`src/rtl/ddaeval_readout_arbiter.sv`:
```
// Round-robin owner arbitration for the shared history/lock/readout/free chain.
// One requester owns the whole chain from its history grant until free_ack_i or watchdog expiry.

module ddaeval_readout_lane (
    input  logic       sel,
    input  logic [3:0] acks,
    output logic [3:0] routed
);
    assign routed = sel ? acks : 4'b0000;
endmodule

module ddaeval_readout_arbiter #(
    parameter int NREQ    = 2,
    parameter int TIMEOUT = 65535
) (
    input  logic                  clk_i,
    input  logic                  rst_n_i,
    // requester side
    input  logic [NREQ-1:0]       history_req_i,
    input  logic [NREQ-1:0][8:0]  nprev_i,
    output logic [NREQ-1:0]       history_ack_o,
    output logic [9:0]            block_o,
    input  logic [NREQ-1:0][8:0]  lock_address_i,
    input  logic [NREQ-1:0]       lock_strobe_i,
    input  logic [NREQ-1:0]       lock_i,
    output logic [NREQ-1:0]       lock_ack_o,
    input  logic [NREQ-1:0][8:0]  free_address_i,
    input  logic [NREQ-1:0]       free_strobe_i,
    output logic [NREQ-1:0]       free_ack_o,
    input  logic [NREQ-1:0][10:0] read_address_i,
    input  logic [NREQ-1:0]       read_strobe_i,
    input  logic [NREQ-1:0][31:0] event_id_i,
    output logic [NREQ-1:0]       read_done_o,
    // downstream side
    output logic                  history_req_o,
    input  logic                  history_ack_i,
    output logic [8:0]            nprev_o,
    input  logic [9:0]            block_i,
    output logic [8:0]            lock_address_o,
    output logic                  lock_strobe_o,
    output logic                  lock_o,
    input  logic                  lock_ack_i,
    output logic [8:0]            free_address_o,
    output logic                  free_strobe_o,
    input  logic                  free_ack_i,
    output logic [10:0]           read_address_o,
    output logic                  read_strobe_o,
    output logic [31:0]           event_id_o,
    input  logic                  read_done_i,
    // status
    output logic [2:0]            owner_o,
    output logic                  busy_o,
    output logic                  timeout_o,
    output logic [15:0]           timeout_count_o
);
    localparam int IW = (NREQ > 1) ? $clog2(NREQ) : 1;

    typedef enum logic {IDLE, GRANT} state_t;

    state_t          state, state_nxt;
    logic [IW-1:0]   owner, last, pick, idx;
    logic            pick_vld;
    logic            held;
    logic [15:0]     wd;
    logic            grant, expire, release_chain;
    logic [NREQ-1:0][3:0] lane_ack;

    assign grant         = (state == GRANT);
    // free_ack_i wins over expiry in the same cycle: normal completion, no timeout
    assign expire        = grant && !free_ack_i && (wd == 16'(TIMEOUT - 1));
    assign release_chain = grant && (free_ack_i || (wd == 16'(TIMEOUT - 1)));

    // search starts just after the last owner, so a repeat requester goes to the back
    always_comb begin
        pick     = '0;
        pick_vld = 1'b0;
        idx      = '0;
        for (int i = 1; i <= NREQ; i++) begin
            idx = IW'((int'(last) + i) % NREQ);
            if (!pick_vld && history_req_i[idx]) begin
                pick_vld = 1'b1;
                pick     = idx;
            end
        end
    end

    always_comb begin
        state_nxt = state;
        case (state)
            IDLE:    if (pick_vld) state_nxt = GRANT;
            GRANT:   if (release_chain) state_nxt = IDLE;
            default: state_nxt = IDLE;
        endcase
    end

    always_ff @(posedge clk_i or negedge rst_n_i) begin
        if (!rst_n_i) state <= IDLE;
        else          state <= state_nxt;
    end

    always_ff @(posedge clk_i or negedge rst_n_i) begin
        if (!rst_n_i) begin
            owner           <= '0;
            last            <= IW'(NREQ - 1);
            held            <= 1'b0;
            wd              <= '0;
            timeout_o       <= 1'b0;
            timeout_count_o <= '0;
        end else begin
            timeout_o <= expire;
            if (!grant && pick_vld) begin
                owner <= pick;
                held  <= 1'b1;
                wd    <= '0;
            end else if (grant) begin
                wd <= wd + 16'd1;
            end
            if (release_chain) last <= owner;
            if (expire && timeout_count_o != 16'hFFFF)
                timeout_count_o <= timeout_count_o + 16'd1;
        end
    end

    // strobes are gated by ownership; address/data keep showing the last owner
    // once anyone has been granted, and read 0 until then
    assign history_req_o  = grant & history_req_i[owner];
    assign lock_strobe_o  = grant & lock_strobe_i[owner];
    assign free_strobe_o  = grant & free_strobe_i[owner];
    assign read_strobe_o  = grant & read_strobe_i[owner];
    assign nprev_o        = held ? nprev_i[owner]        : 9'd0;
    assign lock_address_o = held ? lock_address_i[owner] : 9'd0;
    assign lock_o         = held & lock_i[owner];
    assign free_address_o = held ? free_address_i[owner] : 9'd0;
    assign read_address_o = held ? read_address_i[owner] : 11'd0;
    assign event_id_o     = held ? event_id_i[owner]     : 32'd0;
    assign block_o        = block_i;

    assign busy_o  = grant;
    assign owner_o = grant ? 3'(owner) : 3'd0;

    for (genvar k = 0; k < NREQ; k++) begin : g_lane
        ddaeval_readout_lane u_lane (
            .sel    (grant && (owner == IW'(k))),
            .acks   ({read_done_i, free_ack_i, lock_ack_i, history_ack_i}),
            .routed (lane_ack[k])
        );
        assign history_ack_o[k] = lane_ack[k][0];
        assign lock_ack_o[k]    = lane_ack[k][1];
        assign free_ack_o[k]    = lane_ack[k][2];
        assign read_done_o[k]   = lane_ack[k][3];
    end

endmodule

```
`config.mk`:
```
export PLATFORM = sky130hd
export DESIGN_NAME = ddaeval_readout_arbiter
export DESIGN_NICKNAME = d
export VERILOG_FILES = /design/src/rtl/ddaeval_readout_arbiter.sv
export SDC_FILE = /design/constraint.sdc
export NUM_CORES = 1
export LEC_CHECK = 0
export ABC_CLOCK_PERIOD_IN_PS = 2800
export CAP_MARGIN = 5
export CORE_AREA = 2 2 110 112
export CTS_CLUSTER_DIAMETER = 40
export DETAILED_ROUTE_END_ITERATION = 16
export DIE_AREA = 0 0 112 114
export GPL_ROUTABILITY_DRIVEN = 0
export PLACE_DENSITY = 0.73
export SYNTH_ARGS = -nofsm -noshare
export SYNTH_HDL_FRONTEND = slang
export SYNTH_HIERARCHICAL = 1
export SYNTH_SLANG_ARGS = --single-unit
```
`constraint.sdc`:
```
create_clock -name clk_i -period 2.8 [get_ports clk_i]
set_clock_uncertainty 0.15 [all_clocks]
set_input_delay 0.7 -clock clk_i [delete_from_list [all_inputs] [get_ports clk_i]]
set_output_delay 0.7 -clock clk_i [all_outputs]
set_load 0.02 [all_outputs]
```
After elaboration in Yosys (flattened, before gate mapping)
Cells that the tools add are included.
{"block": "word_totals", "inputBits": 166, "output_inout_bits": 114, "reg_bits": 37, "elab_cells": 77}
{"block": "op_classes", "bitwise_logic": 7, "eq_ne": 2, "n_addsub": 4, "muxes": 41, "magnitude_cmp": 3, "n_reduce_logical": 13}
{"operator": "two-way mux 32 bit", "count": 3}
{"operator": "two-way mux 9 bit", "count": 9}
{"operator": "two-way mux 11 bit", "count": 3}
{"operator": "adder 16 x 1 -> 16 bit, second input constant", "count": 2}
{"operator": "two-way mux 16 bit", "count": 2}
{"operator": "two-way mux 1 bit", "count": 21}
{"operator": "== test 16 bit, second input constant", "count": 1}
{"operator": "inequality test 16 bit, second input constant", "count": 1}
{"operator": "logical AND 1 bit", "count": 8}
{"operator": "two-way mux 4 bit", "count": 2}
{"operator": "less-than comparator 1 x 2 -> 1 bit, second input constant", "count": 3}
{"operator": "AND 1 bit", "count": 5}
{"operator": "logical NOT 1 bit", "count": 3}
{"operator": "adder 1 bit, second input constant", "count": 2}
{"operator": "inverter 1 bit", "count": 2}
{"operator": "case mux 1 bit (2 select lines)", "count": 1}
{"operator": "nonzero test 2 bit", "count": 1}
{"operator": "logical OR 1 bit", "count": 1}

Depth between registers and ports, before layout
{"block": "depth", "depth_word": 9, "ltp_mapped": 7, "depth_no_buf": 6}

Modules after synthesis
The synthesis kept the hierarchy.
{"module": "ddaeval_readout_arbiter", "cells_each": 359, "seq_area_each_um2": 927.1, "area_per_inst_um2": 3269.4, "instances": 1}
{"module": "ddaeval_readout_lane", "cells_each": 4, "seq_area_each_um2": 0.0, "area_per_inst_um2": 25.0, "instances": 2}

Least setup slack after synthesis
No wires, ideal clock.
{"block": "synth_path", "path_type": "reg2out", "startpoint": "register owner", "endpoint": "output free_ack_o[1]", "n_path_buf": 3, "path_stages_with_launch": 6, "t_required_ns": 1.950, "arrival_time_ns": 1.605, "path_slack_ns": 0.345, "path_cell_list": "dfrtp_1 clkbuf_1 buf_2 buf_2 and2_1 and2_1"}
{"block": "synth_via", "elab_chain_len": 2}
{"item": "start, declared", "line": "61", "text": "logic [IW-1:0] owner, last, pick, idx;"}
{"item": "start signal, assigned", "line": "112", "text": "owner <= pick;"}
{"item": "logical AND 1 bit", "line": "143", "text": ".sel (grant && (owner == IW'(k))),"}
{"item": "two-way mux 4 bit", "line": "9", "text": "assign routed = sel ? acks : 4'b0000;"}
{"item": "end, declared", "line": "29", "text": "output logic [NREQ-1:0] free_ack_o,"}
No other way between the ends.

Final worst setup path
{"block": "layout_path", "startpoint": "input lock_ack_i", "endpoint": "output lock_ack_o[1]"}
{"block": "layout_via", "elab_chain_len": 1}
{"item": "start, declared", "line": "42", "text": "input logic lock_ack_i,"}
{"item": "two-way mux 4 bit", "line": "9"}
{"item": "end, declared", "line": "26", "text": "output logic [NREQ-1:0] lock_ack_o,"}
No other way between the ends.

==> run metrics <==
Mapped Cells 367; dpl ws -0.101 ns; Bufs on Longest Clock Path 2; largest net degree at the start of global routing 44; CP Launch Type input pin; initial antenna violation count 1; first-pass GRT wire length 20000 um; peak supply drop roughly 0.25 mV; Fillers approximately 1100; gr usage total 0.195; Clock Pin Slew Worst Setup and Hold Paths 0.06 ns; top_reg_cell synth dfrtp_1; final setup margin between 0.03 and 0.04 ns; WS Path Type in -> out; Fmax 362 MHz; Yosys warning count 6; Root Buffer clkbuf_16; global route total overflow 0; Worst EP arrival between 1.5 and 2 ns; DRT Pass-1 Iters 4; Placed Area 0.00605 mm^2; routing usage on met2 0.333; outcome finished, final reports clean; IO Pins 280; # setup viols final 0; cts hold-fix bufs 0; Tcrit/Tclk final 0.986; GR Util met1 0.230; Finished Core Util 0.533; R2R depth 5; final hold vios 0; Design Area, Final 0.00624 mm^2; Worst EP required 1.95 ns; initial core utilization 0.283; TritonCTS clock tree done; vias in the first global route 3708; Crit path top cell by count clkdlybuf4s50_1; gr busiest metal met2; Leak approximately 2.9 nW; initial DRC count 137; PwrDens between 400 and 500 mW/mm^2; critical path depth 3; Synth area leaders dfrtp_1 (27%), mux2i_1 (25%), nor2b_1 (13%); Seq cells post-synth 37; Nets between 700 and 800; max cap viols 0; Placement Rows 40; cts bufs inserted 5; Detail Route Antenna Nets 0; Syn Area/Cell 9.04 um^2; Synth area leader dfrtp_1; RSZ-0062 raised after global routing no; Top delay family on crit path buffers and inverters; htree depth 2; die outline width 112 um; most common cell after layout, fill and taps aside clkdlybuf4s50_1; minimum clock period 2.76 ns; Sink Count 37; FFs w/ async S/R, synth 1.00; P&R area growth vs syn 87.9%; later-pin clock latency in the skew report 0.28 ns; met3 Use GR 0.0712; drt wl/cell around 17 um; worst-path fanout max 2; post-synth top area share 0.271; CP Buf/Inv Count 2; Post-route DRC 0; Die ar. 0.0128 mm^2; Pins Over Slew Limit 0; fraction of layout cells with a size suffix above 1 0.0762; crit path capture type output port; most frequent cells in the layout clkdlybuf4s50_1 (178), mux2i_1 (83), nor2b_1 (71), dlygate4sd2_1 (60), dfrtp_1 (34); Slowest-stage cell, CP clkdlybuf4s50_1; Distinct cells, synth 38; Port Buffer Count 257; Die Y about 110 um; vias after detailed routing roughly 3700; final WL approximately 13000 um; Min-Delay Path Depth 1; max incr delay on CP slightly above 0.6 ns; number of flops mapped to enable cells by yosys 0; Via density 4.77; Post-DP HPWL a little over 10000 um; Hold Crit Class reg -> reg; core area 0.0117 mm^2; Seq/Total Area, Yosys 0.279; cells along the critical path clkdlybuf4s50_1 > and2_1 > clkdlybuf4s50_1; Post-Syn Area 0.00332 mm^2
per-stage QoR:
step / instances / power (mW) / setup TNS (ns) / hold slack [ns]
after floorplan: 368 / 1.50 / 0 / 0.254
after global placement: 753 / 2.34 / -1.01 / 0.322
after detailed placement: 753 / 2.36 / -1.53 / 0.329
after CTS: 764 / 2.99 / -0.00000866 / 0.336
after global routing: 765 / 3.09 / 0 / 0.352
final: 765 / 2.94 / 0 / 0.336
worst reg2reg max path, cell delays in order (launching register included):
cell,delay [ns]
dfrtp_1,0.42
ha_1,0.21
nand4_1,0.23
or4_1,0.61
nand3_1,0.18
mux2_1,0.34
power breakdown:
group,internal (mW),leakage (nW),total (mW),switching [mW]
combinational,0.798,2.29,1.59,0.787
sequential,0.574,0.498,0.634,0.0594
clock,0.508,0.0938,0.722,0.214
total,1.88,2.88,2.94,1.06
cells in the mapped netlist (5+ instances only):
cell type and count:
nor2b_1 71, nand4_1 14, xnor2_1 15, nor3_1 6, dfrtp_1 36, buf_1 8
nand4_2 9, mux2i_1 83, clkbuf_1 11, and2_1 11, o21ai_1 5, nand2_1 16
nor2_1 15, buf_4 13, nand3_1 15
registers in the layout (all words and copies together), names as in the netlist:
signal           cells
timeout_count_o     16
wd                  16
busy_o               1
held                 1
last                 1
owner                1
timeout_o            1
worst paths after layout:
| check | slack [ns] | to | startpoint |
|---|---|---|---|
| worst max register to register | 0.55 | timeout_count_o[1] | timeout_count_o[0] |
| max in group asynchronous | 1.43 | owner | rst_n_i |
| worst min register to register | 0.34 | wd[15] | wd[15] |
| worst min-delay path | 0.34 | wd[15] | wd[15] |
| worst max-delay path | 0.04 | lock_ack_o[1] | lock_ack_i |
| min in group asynchronous | 0.70 | timeout_count_o[6] | rst_n_i |
area by class of cell:
cell class,instances,area (um^2),area share
flip-flops and latches,37,932,0.149
repair buffers,278,2730,0.438
clock buffers,5,125,0.0201
clock inverters,3,65.1,0.0104
inverters,5,18.8,0.00301
diodes,1,2.50,0.000401
multi-input cells,289,2180,0.349
well taps,147,184,0.0295
repair_timing:
| action | CTS | global route |
|---|---|---|
| pin swaps | 0 | 0 |
| resized for setup | 61 | 18 |
| setup endpoints to repair | 79 | 19 |
| buffers inserted | 3 | 0 |
| hold endpoints to repair | 0 | 0 |
per-layer routing:
| metal | wire length [um] | vias to the layer above | part of all wire |
|---|---|---|---|
| met3 | 1310 | 23 | 0.10 |
| met1 | 5150 | 1676 | 0.40 |
| met2 | 6050 | 189 | 0.47 |
| met4 | 300 | 0 | 0.023 |
| met5 | 0 | - | 0 |
| li1 | - | 1763 | - |
cell families after synthesis:
| kind of cell | Yosys count | synth area share |
|---|---|---|
| AND/OR/NAND/NOR | 170 | 0.315 |
| multiplexers | 86 | 0.260 |
| buffers and inverters | 42 | 0.0660 |
| flip-flops | 37 | 0.279 |
| XOR/XNOR | 16 | 0.0422 |
| AO/OA/AOI/OAI | 12 | 0.0241 |
| adder cells (fa/ha/maj) | 3 | 0.0113 |
| other | 1 | 0.00113 |
Power figures use the tool's default switching activity.
